## config.mk

```make
export PLATFORM = sky130hd
export DESIGN_NAME = layer_bias_relu_acc
export DESIGN_NICKNAME = d
export VERILOG_FILES = /design/src/rtl/cnn_pkg.sv /design/src/rtl/bias_relu_sat_lane.sv /design/src/rtl/layer_bias_relu_acc.sv
export SDC_FILE = /design/constraint.sdc
export NUM_CORES = 2
export LEC_CHECK = 0
export CORE_UTILIZATION = 50
export DETAILED_ROUTE_END_ITERATION = 8
export PLACE_DENSITY = 0.74
export SLEW_MARGIN = 10
export SYNTH_ARGS = -nofsm -noshare
export SYNTH_HDL_FRONTEND = slang
export SYNTH_SLANG_ARGS = --single-unit
```

## constraint.sdc

```tcl
create_clock -name clk -period 9.8 [get_ports clk]
set_clock_uncertainty 0.15 [all_clocks]
set_input_delay 2.94 -clock clk [delete_from_list [all_inputs] [get_ports clk]]
set_output_delay 2.94 -clock clk [all_outputs]
set_load 0.05 [all_outputs]
```

## src/rtl/cnn_pkg.sv

```systemverilog
// Shared constants, types and lane helpers for the CNN post-accumulation datapath.
package cnn_pkg;

    localparam int DATA_W  = 18;
    localparam int N_LANES = 16;
    localparam logic [DATA_W-1:0] SAT_MAX = DATA_W'((1 << (DATA_W - 1)) - 1);

    typedef enum logic [1:0] {
        ACC,
        FIN,
        OUT
    } state_t;

    typedef logic [N_LANES*DATA_W-1:0] vec_t;

    // Extracts lane idx from a packed lane vector (lane 0 in the LSBs).
    function automatic logic [DATA_W-1:0] lane_get(input vec_t v, input int unsigned idx);
        return v[idx*DATA_W +: DATA_W];
    endfunction

endpackage

```

## src/rtl/bias_relu_sat_lane.sv

```systemverilog
// One output-channel lane: bias add, ReLU, requantising right shift, saturation.
// Purely combinational; the accumulator and result registers live in the top.
module bias_relu_sat_lane #(
    parameter int DATA_W = 18,
    parameter int ACC_W  = 24,
    parameter int SHIFT  = 0
) (
    input  logic signed [ACC_W-1:0]  acc,
    input  logic signed [DATA_W-1:0] bias,
    output logic        [DATA_W-1:0] res
);

    localparam logic [ACC_W-1:0] SAT_MAX = ACC_W'((64'd1 << (DATA_W - 1)) - 64'd1);

    logic signed [ACC_W-1:0] sum;
    logic        [ACC_W-1:0] relu;
    logic        [ACC_W-1:0] shifted;

    always_comb begin
        sum     = acc + ACC_W'(bias);
        relu    = sum[ACC_W-1] ? '0 : sum;
        // relu is non-negative here, so a logical shift equals the arithmetic one.
        shifted = relu >> SHIFT;
        res     = (shifted > SAT_MAX) ? SAT_MAX[DATA_W-1:0] : shifted[DATA_W-1:0];
    end

endmodule

```

## src/rtl/layer_bias_relu_acc.sv

```systemverilog
// Accumulates N_PASS partial-sum vectors per result, then adds bias, applies ReLU,
// shifts and saturates every lane and hands the vector downstream via valid/ready.
module layer_bias_relu_acc #(
    parameter int N_adder_tree = cnn_pkg::N_LANES,
    parameter int DATA_W       = cnn_pkg::DATA_W,
    parameter int N_PASS       = 4,
    parameter int ACC_W        = 24,
    parameter int SHIFT        = 0
) (
    input  logic                           clk,
    input  logic                           rst_n,
    input  logic                           in_valid,
    output logic                           in_ready,
    input  logic [N_adder_tree*DATA_W-1:0] in_data,
    input  logic [N_adder_tree*DATA_W-1:0] bias,
    output logic                           out_valid,
    input  logic                           out_ready,
    output logic [N_adder_tree*DATA_W-1:0] out_data,
    output logic                           busy
);

    localparam int CNT_W = (N_PASS > 1) ? $clog2(N_PASS) : 1;

    generate
        if (N_PASS < 1) begin : g_bad_npass
            $error("N_PASS must be at least 1");
        end
        if (ACC_W < DATA_W + $clog2(N_PASS) + 1) begin : g_bad_accw
            $error("ACC_W too narrow for N_PASS accumulations of DATA_W plus bias");
        end
        if (SHIFT < 0) begin : g_bad_shift
            $error("SHIFT must be non-negative");
        end
    endgenerate

    cnn_pkg::state_t               state_q, state_d;
    logic [CNT_W-1:0]              cnt_q;
    logic signed [ACC_W-1:0]       acc_q [N_adder_tree];
    logic [N_adder_tree*DATA_W-1:0] lane_res;
    logic                          accept;
    logic                          last_pass;

    assign accept    = in_valid && in_ready;
    assign last_pass = (cnt_q == CNT_W'(N_PASS - 1));
    assign busy      = (state_q != cnn_pkg::ACC) || (cnt_q != '0);

    // NOTE: sequential state uses non-blocking assignments so every flop samples pre-edge values.
    always_ff @(posedge clk or negedge rst_n) begin
        if (!rst_n) begin
            state_q <= cnn_pkg::ACC;
        end else begin
            state_q <= state_d;
        end
    end

    // NOTE: every output of this block gets a default first, so no path can infer a latch.
    always_comb begin
        state_d  = state_q;
        in_ready = 1'b0;
        unique case (state_q)
            cnn_pkg::ACC: begin
                in_ready = 1'b1;
                if (in_valid && last_pass) begin
                    state_d = cnn_pkg::FIN;
                end
            end
            cnn_pkg::FIN: state_d = cnn_pkg::OUT;
            cnn_pkg::OUT: begin
                if (out_ready) begin
                    state_d = cnn_pkg::ACC;
                end
            end
            default: state_d = cnn_pkg::ACC;
        endcase
    end

    // NOTE: the accumulator array is flops, not RAM, so it is cleared by the async reset like any register.
    always_ff @(posedge clk or negedge rst_n) begin
        if (!rst_n) begin
            cnt_q     <= '0;
            out_valid <= 1'b0;
            out_data  <= '0;
            for (int i = 0; i < N_adder_tree; i++) begin
                acc_q[i] <= '0;
            end
        end else begin
            if (accept) begin
                cnt_q <= last_pass ? '0 : cnt_q + 1'b1;
                // The first pass of a result overwrites, so no separate clear cycle is needed.
                for (int i = 0; i < N_adder_tree; i++) begin
                    acc_q[i] <= ((cnt_q == '0) ? ACC_W'(0) : acc_q[i])
                                + ACC_W'(signed'(in_data[i*DATA_W +: DATA_W]));
                end
            end
            if (state_q == cnn_pkg::FIN) begin
                out_data  <= lane_res;
                out_valid <= 1'b1;
            end else if (out_valid && out_ready) begin
                out_valid <= 1'b0;
            end
        end
    end

    for (genvar g = 0; g < N_adder_tree; g++) begin : g_lane
        bias_relu_sat_lane #(
            .DATA_W (DATA_W),
            .ACC_W  (ACC_W),
            .SHIFT  (SHIFT)
        ) u_lane (
            .acc  (acc_q[g]),
            .bias (bias[g*DATA_W +: DATA_W]),
            .res  (lane_res[g*DATA_W +: DATA_W])
        );
    end

endmodule
```

# == After elaboration in Yosys (flattened, before gate mapping) ==
# Index checks and enable logic that the tools add are counted.
# Widths: inputs -> output; s select.
# word_totals
regBits,677
in_bits,580
# op_classes
add_sub_neg,33
magnitude_cmp,16
eq_ne,5
muxes,55
n_reduce_logical,10
# ops
cell,count
$add 24x18->24,32
$gt 24x17->1 const B,16
$mux 24,16
$mux 23,16
$mux 18,16
$mux 2,3
$pmux 2 s3,1
$reduce_bool 2->1,3
$eq 2x2->1 const B,2
$logic_not 2->1,2
$ne 2x2->1 const B,2
$logic_and 1x1->1,3
$mux 1,3
$add 2x1->2 const B,1
$eq 2x1->1 const B,1
$reduce_and 2->1,1
$logic_or 1x1->1,1

# == Depth between registers and ports, before layout ==
# depth
word_depth,4
mapped_depth,19

# == Hierarchy ==
# Synthesis repeated with hierarchy kept, for this count alone.
# hier_totals
hier_cells,8085
hier_area_um2,68911.1
# by_module_without_submodules
module,instances,cells_per_inst,area_per_inst_um2
layer_bias_relu_acc,1,4653,43790.7
bias_relu_sat_lane at g_lane[11].u_lane ...,11,222,1629.1
bias_relu_sat_lane at g_lane[0].u_lane ...,5,198,1440.1

# == Least setup slack after synthesis ==
# OpenSTA, ideal clock, no wires.
# synth_path
kind,input to register
start,input port bias[94]
end,register out_data[106]
setup_ns,0.127
arrival_time_ns,6.330
setup_slack_ns,3.193
stages,13
path_cell_list,ha_1 -> or4_1 -> o21ai_1 -> a21oi_2 -> a221o_1 -> a41o_1 -> o41ai_4 -> mux2_1 -> a2111o_1 -> or4_1 -> buf_2 -> buf_6 -> a2bb2oi_2
# synth_between
elab_chain_len,4
# synth_rtl
element,line_no,rtl
"start, declared",layer_bias_relu_acc.sv:15,"input logic [N_adder_tree*DATA_W-1:0] bias,"
$add 24x18->24 (*),bias_relu_sat_lane.sv:20,sum = acc + ACC_W'(bias);
$mux 23 (*),bias_relu_sat_lane.sv:21,relu = sum[ACC_W-1] ? '0 : sum;
$gt 24x17->1,bias_relu_sat_lane.sv:24,res = (shifted > SAT_MAX) ? SAT_MAX[DATA_W-1:0] : shifted[DATA_W-1:0];
$mux 18 (*),bias_relu_sat_lane.sv:24,
"end signal, assigned",layer_bias_relu_acc.sv:96,out_data <= lane_res;
"end, declared",layer_bias_relu_acc.sv:18,"output logic [N_adder_tree*DATA_W-1:0] out_data,"
# Every way passes the cells marked *; elsewhere a longest branch is shown, timed or not.
# A chain may end at the register's enable or synchronous reset.

# == Worst setup path in the final report ==
# layout_path
start,input port bias[94]
end,register out_data[102]
# Same word-level chain as after synthesis.

==> flow_summary.toml <==
[status]
status = "finished clean"

[synthesis]
synth_warnings = 0
synth_edf_count = 0
synth_area_per_cell_sq_um = 8.451
syn_nets = 8716
ys_seq_elements = 677
synth_cell_types = 101
synth-seq-area-share_pct = 27.21
yosysTopAreaCell = "dfrtp_1"
synth-main-ff-cell = "dfrtp_1"
synth_most_common_cell = "nand2_1"
syn_area_sq_um = 62250
synthTopCellsByArea = "dfrtp_1 (27%), ha_1 (15%), o21ai_0 (5.0%)"
synth_top_area_share_pct = 27.21
synth_cells = 7366
synthTopCellsByCount = "nand2_1 (790), ha_1 (738), dfrtp_1 (677), o21ai_0 (623), a21oi_1 (560)"
synthArstFlopShare_pct = 100.0

[finish]
syn_to_final_growth_pct = 21.40
layout-drive-gt1-share_pct = 3.957
fin_util_pct = 61.13
nets = 9470

[sta]
rsz0062_at_grt = "no"
timing.hold.ws_ps = 334.5
max_slew_margin_pct = 20.91
slew_viol_final = 0
hold_viol = 0
tightest_slew_ps = 1184
fin_crit_sh_pct = 69.46
tns_ps = 0
setup_violations = 0
period_needed_ps = 6807
fmax_ghz = 0.1469

[power]
power_frac_comb_pct = 69.0
ir_worst_vdd_v = 0.0002729
fin_total_pwr_mw = 28.78
sw_frac_of_total_pct = 49.34
seqPwrFrac_pct = 19.2
p_leak_nw = 34.80
p_clk_share_pct = 11.9
powerDensity_nw_per_um2 = 380.8
cellInternalPower_mw = 14.58
power.switching_mw = 14.20

[grt]
grt_max_degree = 248
grt_pass1_wl_microns = 308200
grt_antenna_before_repair = 80
grt_pass1_vias = 56190
overflow = 0
grt_util_all_layers_pct = 30.43

[routing]
drtPass1Iterations = 6
drtIter0Drc = 4576
drc = 0
wl_per_cell_microns = 20.04
vias = 58370
drtAntennaViolNets = 0
routed_wl_microns = 198000
avgViaCountPerCell = 5.908

[clocking]
root_buffer = "clkbuf_16"
cts_sinks = 677
cts_made_buffers = 88
cts_tree = "done"
hold_buffers = 0
post_cts_buffers = 0
clkTransAtPathRegs_ps = 60
clkLatencyLatePin_ps = 690
cts_resized = 0
clockBufferDepth = 3
h-tree-depth = 3

[floorplanning]
dieArea_sq_um = 125900
start_util_pct = 50.35
die_w_microns = 354.8
ios = 871
chipHeight_microns = 354.8
core_sq_um = 123600
num_rows = 129

[setup_path]
end_kind = "register"
rr_startpoint = "cnt_q[0]"
arrival_ps = 7180
crit_path_start_kind = "input pin"
crit_path_start = "bias[94]"
required_ps = 10170
path_class = "input pin to register"
crit_fanout = 17

[place]
globalplace.congestion = 0.9590
hpwl_microns = 152100
port_buffers = 870

[hold_path]
hold_path.class = "register to register"
hold_start = "out_data[35]"

[job]
drv_cap = 0
[layer usage]
metal | up-vias | routed length (microns) | GRT usage [%] | part of all wire (%)
met1 | 27740 | 82970 | 38.03 | 42
li1 | 28500 | - | - | -
met4 | 50 | 7448 | 12.74 | 3.8
met5 | - | 332 | 0 | 0.17
met3 | 392 | 14650 | 6.764 | 7.4
met2 | 1686 | 92560 | 50.54 | 47
[placed cells by master (no fill, tap or decap), drive strengths merged, types with 313 or more instances in the layout]
| master | count |
|---|---|
| dfrtp | 677 |
| ha | 738 |
| nor2 | 390 |
| clkdlybuf4s50 | 869 |
| a21oi | 563 |
| o21ai | 643 |
| nand2 | 790 |
| nor2b | 429 |
| inv | 313 |
| a21o | 321 |
[final timing paths]
check	end	slack, ps	depth (start not counted)
max reg2reg	acc_q[215]	4420	17
min	out_data[35]	330	1
max in group asynchronous	acc_q[302]	5560	3
min reg2reg	out_data[35]	330	1
min in group asynchronous	acc_q[134]	2150	1
max	out_data[102]	2990	12
[logic make-up after synthesis]
group | after synthesis | share of synthesized area, %
AO/OA/AOI/OAI | 2485 | 26.73
XOR/XNOR | 576 | 8.104
adder cells (fa/ha/maj) | 770 | 15.86
buffers and inverters | 551 | 3.421
flip-flops | 677 | 27.21
multiplexers | 47 | 0.7939
AND/OR/NAND/NOR | 2260 | 17.87
[cell type report]
cell class / count / area, sq um
diodes: 56 / 140.1
clock buffers: 127 / 2601
clock inverters: 30 / 391.6
fillers: 10860 / 48060
inverters: 310 / 1165
multi-input cells: 6138 / 43240
flip-flops and latches: 677 / 16940
well taps: 1637 / 2048
repair buffers: 905 / 9051
[power groups by stage]
stage	logic (mW)	clock network, mW	registers [mW]
floorplan	13.1	0	6.98
global placement	19.1	0	5.50
detailed placement	19.6	0	5.52
CTS	19.7	3.47	5.50
global route	21.9	3.59	5.67
finish	19.8	3.41	5.52
[registers in the layout, indices dropped and copies added (netlist names)]
signal	cells
cnt_q	2
out_valid	1
state_q	2
out_data	288
acc_q	384
[stage by stage]
stage / setup WS [ps] / area, sq um / std cells
after floorplan: 3193 / 62250 / 7366
after CTS: 3051 / 75420 / 9823
after global routing: 2837 / 75540 / 9867
after detailed placement: 2317 / 72430 / 9666
final: 2993 / 75570 / 9880
after global placement: 2352 / 72430 / 9666
[critical path, cell delays in order]
cell and delay (ps):
clkdlybuf4s50_1 430, ha_1 350, or4_1 510, o21ai_1 110
a21oi_2 80, a221o_1 390, a41o_1 300, o41ai_4 270
mux2_1 370, a2111o_1 380, or4_1 780, a2bb2oi_2 280
No activity file was read; power rests on OpenSTA's default activity.
